### src/rtl/rr_mux_arbiter.sv
// rr_mux_arbiter: round-robin arbiter sharing one output channel between four
// packet sources. A grant is held for a whole packet (until 'last') or until
// MAX_BEATS beats have been accepted, after which the source re-arbitrates.
module rr_mux_arbiter #(
   parameter int WIDTH     = 8,
   parameter int MAX_BEATS = 16
) (
   input  logic                 clk,
   input  logic                 rst,
   input  logic [3:0]           in_valid,
   input  logic [3:0]           in_last,
   input  logic [4*WIDTH-1:0]   in_data,
   output logic [3:0]           in_ready,
   output logic                 out_valid,
   output logic [WIDTH-1:0]     out_data,
   output logic                 out_last,
   input  logic                 out_ready,
   output logic [1:0]           sel,
   output logic                 busy
);

   localparam int CW = $clog2(MAX_BEATS + 1);
   localparam logic [CW-1:0] LAST_CNT = CW'(MAX_BEATS - 1);

   typedef enum logic {
      ST_IDLE  = 1'b0,
      ST_GRANT = 1'b1
   } state_t;

   state_t          state_q, state_d;
   logic [1:0]      sel_q, sel_d;
   logic [1:0]      ptr_q, ptr_d;
   logic [CW-1:0]   cnt_q, cnt_d;

   logic            pick_found;
   logic [1:0]      pick_idx;
   logic [1:0]      cand;
   logic            grant;
   logic            accept;

   // Rotating-priority search: first requester after the last granted source.
   always_comb begin
      pick_found = 1'b0;
      pick_idx   = ptr_q;
      cand       = '0;
      for (int unsigned k = 1; k <= 4; k++) begin
         cand = ptr_q + 2'(k);
         if (!pick_found && in_valid[cand]) begin
            pick_found = 1'b1;
            pick_idx   = cand;
         end
      end
   end

   // Handshake gating: only the granted source sees ready; nothing moves while rst is high.
   always_comb begin
      grant     = (state_q == ST_GRANT) && !rst;
      out_valid = grant & in_valid[sel_q];
      out_last  = out_valid & in_last[sel_q];
      out_data  = in_data[int'(sel_q)*WIDTH +: WIDTH];
      in_ready  = '0;
      in_ready[sel_q] = grant & out_ready;
      accept    = out_valid & out_ready;
      sel       = sel_q;
      busy      = (state_q == ST_GRANT);
   end

   // Next-state: arbitrate in IDLE, count beats and detect release in GRANT.
   always_comb begin
      state_d = state_q;
      sel_d   = sel_q;
      ptr_d   = ptr_q;
      cnt_d   = cnt_q;
      case (state_q)
         ST_IDLE: begin
            if (pick_found) begin
               state_d = ST_GRANT;
               sel_d   = pick_idx;
               ptr_d   = pick_idx;
               cnt_d   = '0;
            end
         end
         ST_GRANT: begin
            if (accept) begin
               cnt_d = cnt_q + 1'b1;
               if (in_last[sel_q] || (cnt_q == LAST_CNT)) begin
                  state_d = ST_IDLE;
               end
            end
         end
         default: state_d = ST_IDLE;
      endcase
   end

   // State registers with synchronous reset; ptr=3 gives source 0 first priority.
   always_ff @(posedge clk) begin
      if (rst) begin
         state_q <= ST_IDLE;
         sel_q   <= '0;
         ptr_q   <= 2'd3;
         cnt_q   <= '0;
      end else begin
         state_q <= state_d;
         sel_q   <= sel_d;
         ptr_q   <= ptr_d;
         cnt_q   <= cnt_d;
      end
   end

endmodule

### config.mk
export PLATFORM = sky130hd
export DESIGN_NAME = rr_mux_arbiter
export DESIGN_NICKNAME = d
export VERILOG_FILES = /design/src/rtl/rr_mux_arbiter.sv
export SDC_FILE = /design/constraint.sdc
export NUM_CORES = 1
export LEC_CHECK = 0
export BUFFER_PORTS_ARGS = -buffer_cell sky130_fd_sc_hd__buf_2
export CAP_MARGIN = 10
export CORE_UTILIZATION = 41
export CTS_BUF_LIST = sky130_fd_sc_hd__clkbuf_2
export DETAILED_ROUTE_END_ITERATION = 8
export PLACE_DENSITY_LB_ADDON = 0.25
export SLEW_MARGIN = 20
export SYNTH_ARGS = -nofsm -noshare
export SYNTH_HDL_FRONTEND = slang
export SYNTH_SLANG_ARGS = --single-unit
### constraint.sdc
create_clock -name clk -period 1.6 [get_ports clk]
set_input_delay 0.08 -clock clk [delete_from_list [all_inputs] [get_ports clk]]
set_output_delay 0.08 -clock clk [all_outputs]
set_load 0.1 [all_outputs]
# Yosys cells after proc, flatten, opt, wreduce, memory -nomap -nowiden
# Cells that the tools add are included.
op_classes:
  bitwise: 6
  mux: 29
  add_sub_neg: 4
  order_cmp: 6
  n_reduce_logical: 12
  div: 0
  eq_ne: 3
  shifts: 1
  multipliers: 0
ops:
  columns: ["operator", "count"]
  rows:
  - ["32-bit by 6-bit indexed part select with 8-bit output", 1]
  - ["2-bit by 3-bit less-than comparator with 1-bit output, second input constant", 5]
  - ["1-bit two-way mux", 14]
  - ["1-bit binary-select mux with 2-bit select", 6]
  - ["5-bit two-way mux", 2]
  - ["5-bit one-hot mux with 2 select lines", 1]
  - ["2-bit two-way mux", 4]
  - ["5-bit by 1-bit adder with 5-bit output, second input constant", 1]
  - ["5-bit by 4-bit equality test with 1-bit output, second input constant", 1]
  - ["1-bit logical AND", 5]
  - ["2-bit adder, second input constant", 2]
  - ["1-bit AND", 4]
  - ["4-bit AND", 1]
  - ["1-bit zero test", 4]
  - ["2-bit AND reduction", 2]
  - ["2-bit by 1-bit adder with 2-bit output, second input constant", 1]
  - ["1-bit demux with 2-bit select", 1]
  - ["2-bit by 1-bit greater-or-equal comparator with 1-bit output, second input constant", 1]
  - ["2-bit by 1-bit inequality test with 1-bit output, second input constant", 1]
  - ["2-bit inequality test, second input constant", 1]
  - ["1-bit one-hot mux with 2 select lines", 1]
  - ["1-bit logical OR", 1]
  - ["1-bit NOT", 1]
word_totals:
  latchBits: 0
  rom_bits: 0
  mem_bits_rw: 0
  mem_count: 0
  word_cells: 65
  register_bits: 10
  input_bits: 43

# Longest topological paths before layout
# Gate-level depths: netlist of the first run.
logic_depth:
  depth_word: 15
  ltp_mapped: 6

# Worst setup path after synthesis of the first run
# No wires, ideal clock.
synth_path:
  kind: "register to output"
  start: "register sel_q[0], in the netlist sel[0]"
  end: "output port in_ready[1]"
  arrival_ns: 3.753
  stages_incl_launch_ff: 4
  t_required_ns: 1.520
  path_slack_ns: -2.233
  n_path_buf: 2
  path_cell_list: "dfxtp_1 buf_2 buf_2 nor3b_1"
synth_via:
  elab_chain_cells: 5
  elab_cells_between_ends: 6
synth_lines:
  columns: ["element", "line", "rtl"]
  rows:
  - ["start: declaration", "31", "logic [1:0] sel_q, sel_d;"]
  - ["start signal: assignment", "104", "sel_q <= sel_d;"]
  - ["2-bit by 3-bit less-than comparator with 1-bit output (implied by the code) / 2-bit by 1-bit greater-or-equal comparator with 1-bit output (equally long branches)", "62", "in_ready[sel_q] = grant & out_ready;"]
  - ["1-bit logical AND (implied by the code)", "62", null]
  - ["1-bit two-way mux (implied by the code)", "62", null]
  - ["1-bit demux with 2-bit select *", "62", null]
  - ["4-bit AND (no line) *", null, null]
  - ["end: declaration", "13", "output logic [3:0] in_ready,"]
# Mark *: on every way between the ends. The rest lies on a longest branch, timed or not.

# Final worst setup path of the first run
layout_path:
  start: "register sel_q[0], in the netlist sel[0]"
  end: "output port out_data[2]"
layout_via:
  elab_chain_cells: 1
layout_lines:
  columns: ["element", "line", "rtl"]
  rows:
  - ["32-bit by 6-bit indexed part select with 8-bit output", "60", "out_data = in_data[int'(sel_q)*WIDTH +: WIDTH];"]
  - ["end: declaration", "15", "output logic [WIDTH-1:0] out_data,"]
# Every way passes these cells.

==> metrics.log, run 1 <==
INFO  metric antenna_found_initial = 0
INFO  metric clock_tree.htree_level_count = 1
INFO  metric whs_endpoint = cnt_q[4]$_SDFFE_PP0P_
INFO  metric totalWireLength = approximately 3.2 mm
INFO  metric place.gp.congestion = 0.824
INFO  metric setup_total_negative_slack = -197 ps
INFO  metric clk_root_buffer_cell = clkbuf_2
INFO  metric crit-reg2reg-capture = cnt_q[1]$_SDFFE_PP0P_
INFO  metric number_of_global_route_vias_before_repair = 861
INFO  metric final.period_utilization = 105%
INFO  metric drt_drc_violations_left = 0
INFO  metric core_area = 1800 um2
INFO  metric critPathMaxStageDelay = 540 ps
INFO  metric die_width = between 40 and 50 um
INFO  metric initial_utilization = a little under half
INFO  metric area.growth.synth_to_final = 73.0%
INFO  metric dpl.hpwl = 1.91 mm
INFO  metric rows = 15
INFO  metric route.detailed.vias_per_inst = 5.66
INFO  metric critPathSlowestCell = mux4_2
INFO  metric cts_made_buffers = 3
INFO  metric synthesis.nets = 130
INFO  metric cts.sink_count = 10
INFO  metric final.min_clock_period = 1670 ps
INFO  metric dieArea = 2170 um2
INFO  metric nature_of_the_critical_path_startpoint = flop
INFO  metric setup-violations-final = 9
INFO  metric tightest_slew = between 400 and 500 ps
INFO  metric timing_hold_violations_final = 0
INFO  metric drv.max_cap_violation_count = 0
INFO  metric dr.pass1.iters = 3
INFO  metric ant_nets = 0
INFO  metric post_synth_main_area_contributors = mux4_2 25%, dfxtp_1 25%, nor2_1 3.7%
INFO  metric ctsLongestPathBuffers = 2
INFO  metric regToRegSetupSlack = roughly 90 ps
INFO  metric drive_above_1_share = 64.2%
INFO  metric hold_path.startpoint = rst
INFO  metric achievable-frequency = 597 MHz
INFO  metric maximum_fanout_count_along_the_critical_path = 5
INFO  metric antenna_cells = 0
INFO  metric maxSlewHeadroom = between 60% and 70%
INFO  metric synth.largest_area_cell = mux4_2
INFO  metric gr-total-overflow = 0
INFO  metric gate_count_of_the_mapped_netlist = 85
INFO  metric clock_tree_from_tritoncts = done
INFO  metric synth-seq-cells = 10
INFO  metric synth_cell_type_count = 32
INFO  metric startpoint_of_the_worst_slack_reg_to_reg_timing_path = sel[1]$_SDFFE_PP0P_
INFO  metric worst_hold_path_type = input port to flop
INFO  metric synthDominantCellAreaShare = 24.8%
INFO  metric crit_path_cell_trace = clkbuf_16, mux4_2, buf_6
INFO  metric grt_first_pass_wirelength = 3.75 mm
INFO  metric holdPathStages = 2
INFO  metric cp_data_arrival_time = 1590 ps
INFO  metric cellLeakagePower = 0.000620 uW
INFO  metric outcome = complete, but fails checks
INFO  metric power-per-cell-area = 862 nW/um2
INFO  metric detail_route.iter0.violations = 15
INFO  metric die_h = 46.6 um
INFO  metric final_nets = 194
INFO  metric synthesis.yosys.warnings = 0
INFO  metric cts_hold_buf = 0
INFO  metric i_o_pin_count = 60
INFO  metric placement.io_buffers = 59
INFO  metric grt_max_degree = 16
INFO  metric violations = setup timing
INFO  metric synth_area = 816 um2
INFO  metric postLayoutSetupSlackWorst = -74.0 ps
INFO  metric globalRouteTotalUtil = between 20% and 30%
INFO  metric timing.critical_path.to_type = output port
INFO  metric clock_skew = between 10 and 15 ps
INFO  metric insertion_delay = 260 ps
INFO  metric critical_path_class = flop to output port
INFO  metric postLayoutCoreUtil = 78.3%
INFO  metric clock_slew_at_the_register_clock_pins_of_the_worst_setup_and_hold_paths = 100 ps
INFO  metric vias = 980
INFO  metric reg2regPathDepth = 5
INFO  metric ir_drop = 0.000595 V
INFO  metric grt_setup_unrepaired = yes
INFO  metric detail_route.wl_per_cell = 18.3 um
INFO  metric synth_seq_area_share = 24.5%
INFO  metric worstPathRequired = approximately 1500 ps
INFO  metric avgSynthCellArea = between 9 and 10 um2
INFO  metric max_slew_violation_count = 0
==> worst max-delay path by stage <==
stage	start	to	slack, ps	depth (start not counted)
final	sel[0]$_SDFFE_PP0P_	out_data[2]	-70	3
after global routing	sel[0]$_SDFFE_PP0P_	out_data[2]	-120	3
after CTS	sel[0]$_SDFFE_PP0P_	out_data[3]	-40	3
after detailed placement	sel[1]$_SDFFE_PP0P_	out_last	130	4
after global placement	sel[0]$_SDFFE_PP0P_	out_last	130	3
after floorplan	sel[0]$_SDFFE_PP0P_	in_ready[1]	-190	3
==> power breakdown <==
group	leakage [uW]	internal, uW	switching [uW]
Clock	0.0000166	66.3	88.1
Combinational	0.000520	273	499
Sequential	0.0000837	266	24.7
Total	0.000620	605	612
==> kinds of logic (layout without fill, tap and decap cells) <==
group,count (synthesis),in the layout,share of synthesized area (%)
mux,11,11,29.3
compound gates,15,15,11.2
simple gates,39,39,27.0
buf+inv,8,71,4.91
fa+ha+maj,2,2,3.07
flops,10,10,24.5
==> layer usage <==
layer / share of wire, % / track usage [%] / wire, um / up-vias
met3: 10 / 9.02 / 321 / 12
met2: 50 / 44.2 / 1560 / 47
met4: 3.4 / 12.4 / 106 / 0
met5: 0 / 0 / 0 / -
li1: - / - / - / 454
met1: 37 / 26.6 / 1170 / 467
==> registers in the layout, summed over array words and instances, names as in the netlist <==
name   count
ptr_q      2
busy       1
sel        2
cnt_q      5
==> through the flow <==
stage / power (uW) / setup slack (ps) / instances / hold WS (ps) / instance area [um2]
6_report: 1220 / -74.0 / 173 / 160 / 1410
5_1_grt: 1250 / -124 / 173 / 168 / 1410
4_1_cts: 1160 / -35.9 / 171 / 142 / 1350
3_5_place_dp: 935 / 127 / 166 / 425 / 1240
3_3_place_gp: 926 / 127 / 166 / 412 / 1240
2_1_floorplan: 827 / -190 / 85 / 263 / 905
==> what timing repair did <==
item,in CTS,in global routing
pin swaps,0,0
gates cloned,0,1
gates resized for setup,27,7
endpoints found under the setup margin,10,12
setup buffers,1,1
==> placed cells by master (no fill, tap or decap), types with 2 or more instances in the layout <==
cell and count:
nor2_1 6, a21oi_1 5, nand4b_1 2, nand2b_1 3, dfxtp_4 3, ha_1 2
nor2_4 2, buf_12 7, buf_2 45, dfxtp_1 7, o21ai_0 3, nor2b_1 2
buf_4 2, buf_6 8, mux4_2 10, or2_2 2, a31oi_1 2, nand2_1 4
and3_1 2, nand3_1 5, clkbuf_2 4
==> cell usage after synthesis <==
library cell   n
nor4_1         1
nor2b_1        2
or2_2          2
and2_1         1
ha_1           2
mux2i_1        1
buf_6          1
nand4b_1       2
nand2_4        1
o21ai_0        4
a311oi_1       1
nand2b_1       3
a21oi_1        5
o221ai_1       1
or3_1          1
nand3b_1       1
a31oi_1        2
nor2_1         8
and3_1         4
nand3_1        5
nand2_1        5
nor3_1         1
buf_2          2
mux4_1         1
o31ai_1        1
and3b_2        1
nor3b_1        1
o311ai_0       1
clkbuf_1       3
mux4_2         9
dfxtp_1       10
inv_1          2
==> worst max-delay path: cells and delay by family (launching register included) <==
family / cells / cell delay, ps
mux: 1 / 540
buf+inv: 2 / 370
flops: 1 / 420
==> cell type report <==
cell class | count | area (um2)
multi-input cells | 67 | 621
repair buffers | 65 | 518
fillers | 119 | 390
flip-flops and latches | 10 | 211
well taps | 25 | 31.3
clock buffers | 4 | 20.0
inverters | 2 | 10.0
Note: power is estimated with default switching activity, not from simulation.
==> inputs of run 2 (changes only) <==
--- a/config.mk
+++ b/config.mk
@@ -10,7 +10,7 @@
 export CORE_UTILIZATION = 41
 export CTS_BUF_LIST = sky130_fd_sc_hd__clkbuf_2
 export DETAILED_ROUTE_END_ITERATION = 8
-export PLACE_DENSITY_LB_ADDON = 0.25
+export PLACE_DENSITY = 0.86
 export SLEW_MARGIN = 20
 export SYNTH_ARGS = -nofsm -noshare
 export SYNTH_HDL_FRONTEND = slang
==> run 2 against run 1 <==
  * The run still ends with setup timing left
  * Sequential share of layout area rose by 0.26 points
  * Register-to-register slack got worse by 60 ps
  * Global-route usage rose by 5.1 points
  * Total power fell by 0.87%
  * Sequential power barely moved
  * Final cell count did not move
  * Sequential cell count did not move
  * Critical path type unchanged
  * Highest routed layer unchanged
==> metrics.log, run 2 (synthesis gave the netlist of run 1 again) <==
INFO  metric outcome = complete, but fails checks
INFO  metric violations = setup timing
INFO  metric critPathMaxStageDelay = 540 ps (about the same)
INFO  metric cts_hold_buf = 0 (unchanged)
INFO  metric grt_max_degree = 15 (-1)
INFO  metric share_comb_of_total_power = 62.1% (-1.3 points)
INFO  metric regToRegSetupSlack = 30 ps (-60 ps)
INFO  metric tightest_slew = 489 ps (+6.24 ps)
INFO  metric cts.sink_count = 10 (unchanged)
INFO  metric placement.io_buffers = 59 (unchanged)
INFO  metric power_switching_share = 51.2% (+0.91 points)
INFO  metric placement.setup.worst_slack = 67.7 ps (-59.1 ps)
INFO  metric largest_register_ffs = 5 (unchanged)
INFO  metric nature_of_the_critical_path_startpoint = flop
INFO  metric die_h = 46.6 um (unchanged)
INFO  metric layout_common_cells = 45 x buf_2, 10 x mux4_2, 7 x dfxtp_1, 7 x buf_6
INFO  metric startpoint_of_the_worst_slack_reg_to_reg_timing_path = sel[0]$_SDFFE_PP0P_
INFO  metric dieArea = 2170 um2 (unchanged)
INFO  metric final.period_utilization = 104% (-0.56 points)
INFO  metric achievable-frequency = 601 MHz (+0.54%)
INFO  metric dpl.hpwl = 2.06 mm (+7.8%)
INFO  metric clock_slew_at_the_register_clock_pins_of_the_worst_setup_and_hold_paths = 120 ps (+20 ps)
INFO  metric ctsLongestPathBuffers = 2 (unchanged)
INFO  metric clk_root_buffer_cell = clkbuf_2
INFO  metric critical_path_class = flop to output port
INFO  metric holdPathStages = 2 (unchanged)
INFO  metric rows = 15 (unchanged)
INFO  metric gr-total-overflow = 0 (unchanged)
INFO  metric critPathSlowestCell = mux4_2
INFO  metric finalPower = 1210 uW (-0.87%)
INFO  metric totalWireLength = 3.10 mm (-2.0%)
INFO  metric final_cell_area = 1390 um2 (-1.7%)
INFO  metric dr.pass1.iters = 4 (+1)
INFO  metric postLayoutCoreUtil = 77.0% (-1.3 points)
INFO  metric cp_data_arrival_time = 1590 ps (about the same)
INFO  metric power.switching = 617 uW (+0.92%)
INFO  metric i_o_pin_count = 60 (unchanged)
INFO  metric whs_endpoint = sel[1]$_SDFFE_PP0P_
INFO  metric timing_hold_violations_final = 0 (unchanged)
INFO  metric route.detailed.vias_per_inst = 6.00 (+5.9%)
INFO  metric drv.max_cap_violation_count = 0 (unchanged)
INFO  metric ant_nets = 0 (unchanged)
INFO  metric crit_path_cell_trace = buf_8, mux4_2, buf_12
INFO  metric clock_skew = 16.0 ps (+3.46 ps)
INFO  metric crit_start = sel[0]$_SDFFE_PP0P_
INFO  metric globalRouteTotalUtil = 30.5% (+5.1 points)
INFO  metric power.internal = 588 uW (-2.7%)
INFO  metric number_of_global_route_vias_before_repair = 987 (+15%)
INFO  metric multi_input_comb_area = 623 um2 (+0.40%)
INFO  metric postLayoutSetupSlackWorst = -65.1 ps (+8.95 ps)
INFO  metric regArea = 211 um2 (unchanged)
INFO  metric power-per-cell-area = 869 nW/um2 (+0.83%)
INFO  metric drive_above_1_share = 64.9% (+0.68 points)
INFO  metric detail_route.iter0.violations = 38 (+23)
INFO  metric final.hold.worst_slack = 115 ps (-45.8 ps)
INFO  metric maxSlewHeadroom = 67.6% (-0.41 points)
INFO  metric critical-path-top-delay-family = multiplexers
INFO  metric drt_drc_violations_left = 0 (unchanged)
INFO  metric place.gp.congestion = 0.777 (-5.7%)
INFO  metric timing.critical_path.to_type = output port
INFO  metric power.share.clock = 13.9% (+1.2 points)
INFO  metric core_area = 1800 um2 (unchanged)
INFO  metric reg2regPathDepth = 6 (+1)
INFO  metric area.growth.synth_to_final = 70.1%
INFO  metric seq_power_share = 24.0% (about the same)
INFO  metric worstPathRequired = 1520 ps (about the same)
INFO  metric die_width = 46.6 um (unchanged)
INFO  metric placed_area = 1250 um2 (+0.61%)
INFO  metric setup-violations-final = 9 (unchanged)
INFO  metric cp.buffers_inverters = 2 (unchanged)
INFO  metric initial_utilization = 45.3% (unchanged)
INFO  metric max_slew_violation_count = 0 (unchanged)
INFO  metric maximum_fanout_count_along_the_critical_path = 8 (+3)
INFO  metric clock_tree_from_tritoncts = done
INFO  metric vias = 1038 (+5.9%)
INFO  metric detail_route.wl_per_cell = 17.9 um (-2.0%)
INFO  metric antenna_cells = 0 (unchanged)
INFO  metric final.min_clock_period = 1670 ps (-8.95 ps)
INFO  metric layout.filler_cells = 125 (+5.0%)
INFO  metric mostFrequentLayoutCell = buf_2
INFO  metric grt_first_pass_wirelength = 4.57 mm (+22%)
INFO  metric final_nets = 194 (unchanged)
INFO  metric clock_tree.htree_level_count = 1 (unchanged)
INFO  metric hold_path.startpoint = rst
INFO  metric crit-reg2reg-capture = cnt_q[3]$_SDFFE_PP0P_
INFO  metric ir_drop = 0.000482 V (-19%)
INFO  metric worst_hold_path_type = input port to flop
INFO  metric grt_setup_unrepaired = yes
INFO  metric antenna_found_initial = 0 (unchanged)
INFO  metric insertion_delay = 280 ps (+20 ps)
INFO  metric cellLeakagePower = 0.000609 uW (-1.9%)
INFO  metric regMostFlops = cnt_q
INFO  metric cts_made_buffers = 3 (unchanged)
[run 2: timing repair]
item,4_1_cts,5_1_grt
buffers inserted,4,0
resized for setup,26,3
endpoints found under the setup margin,10,13
[run 2: cell type report]
cell class / count / area share (%)
Multi-Input combinational cell: 67 / 44.9
Timing Repair Buffer: 65 / 35.4
Clock buffer: 4 / 1.44
Inverter: 2 / 0.721
Sequential cell: 10 / 15.2
Tap cell: 25 / 2.25
[run 2: worst max path at each step]
stage             endpoint  slack (ps)  cells past startpoint
5_1_grt        out_data[7]         -90                      3
4_1_cts        out_data[7]         -50                      3
3_3_place_gp   out_data[0]         100                      3
3_5_place_dp   out_data[7]          70                      3
6_report       out_data[7]         -70                      3
2_1_floorplan  in_ready[1]        -190                      3
[run 2: per-stage QoR]
| stage | cells | setup TNS (ps) |
|---|---|---|
| 2_1_floorplan | 85 | -1020 |
| 3_3_place_gp | 165 | 0 |
| 3_5_place_dp | 165 | 0 |
| 4_1_cts | 173 | -241 |
| 5_1_grt | 173 | -691 |
| 6_report | 173 | -422 |
[run 2: layer usage]
| metal | vias to the layer above | part of all wire [%] | global-route usage (%) |
|---|---|---|---|
| met5 | - | 0 | 0 |
| li1 | 456 | - | - |
| met4 | 0 | 3.9 | 16.5 |
| met1 | 497 | 35 | 32.8 |
| met2 | 69 | 54 | 55.0 |
| met3 | 16 | 7.4 | 5.49 |
[run 2: power groups by stage]
stage / Combinational [uW] / Clock [uW] / Sequential (uW)
after floorplan: 484 / 0 / 343
after global placement: 627 / 0 / 295
after detailed placement: 639 / 0 / 297
after CTS: 734 / 167 / 288
after global routing: 773 / 172 / 293
final: 749 / 167 / 289
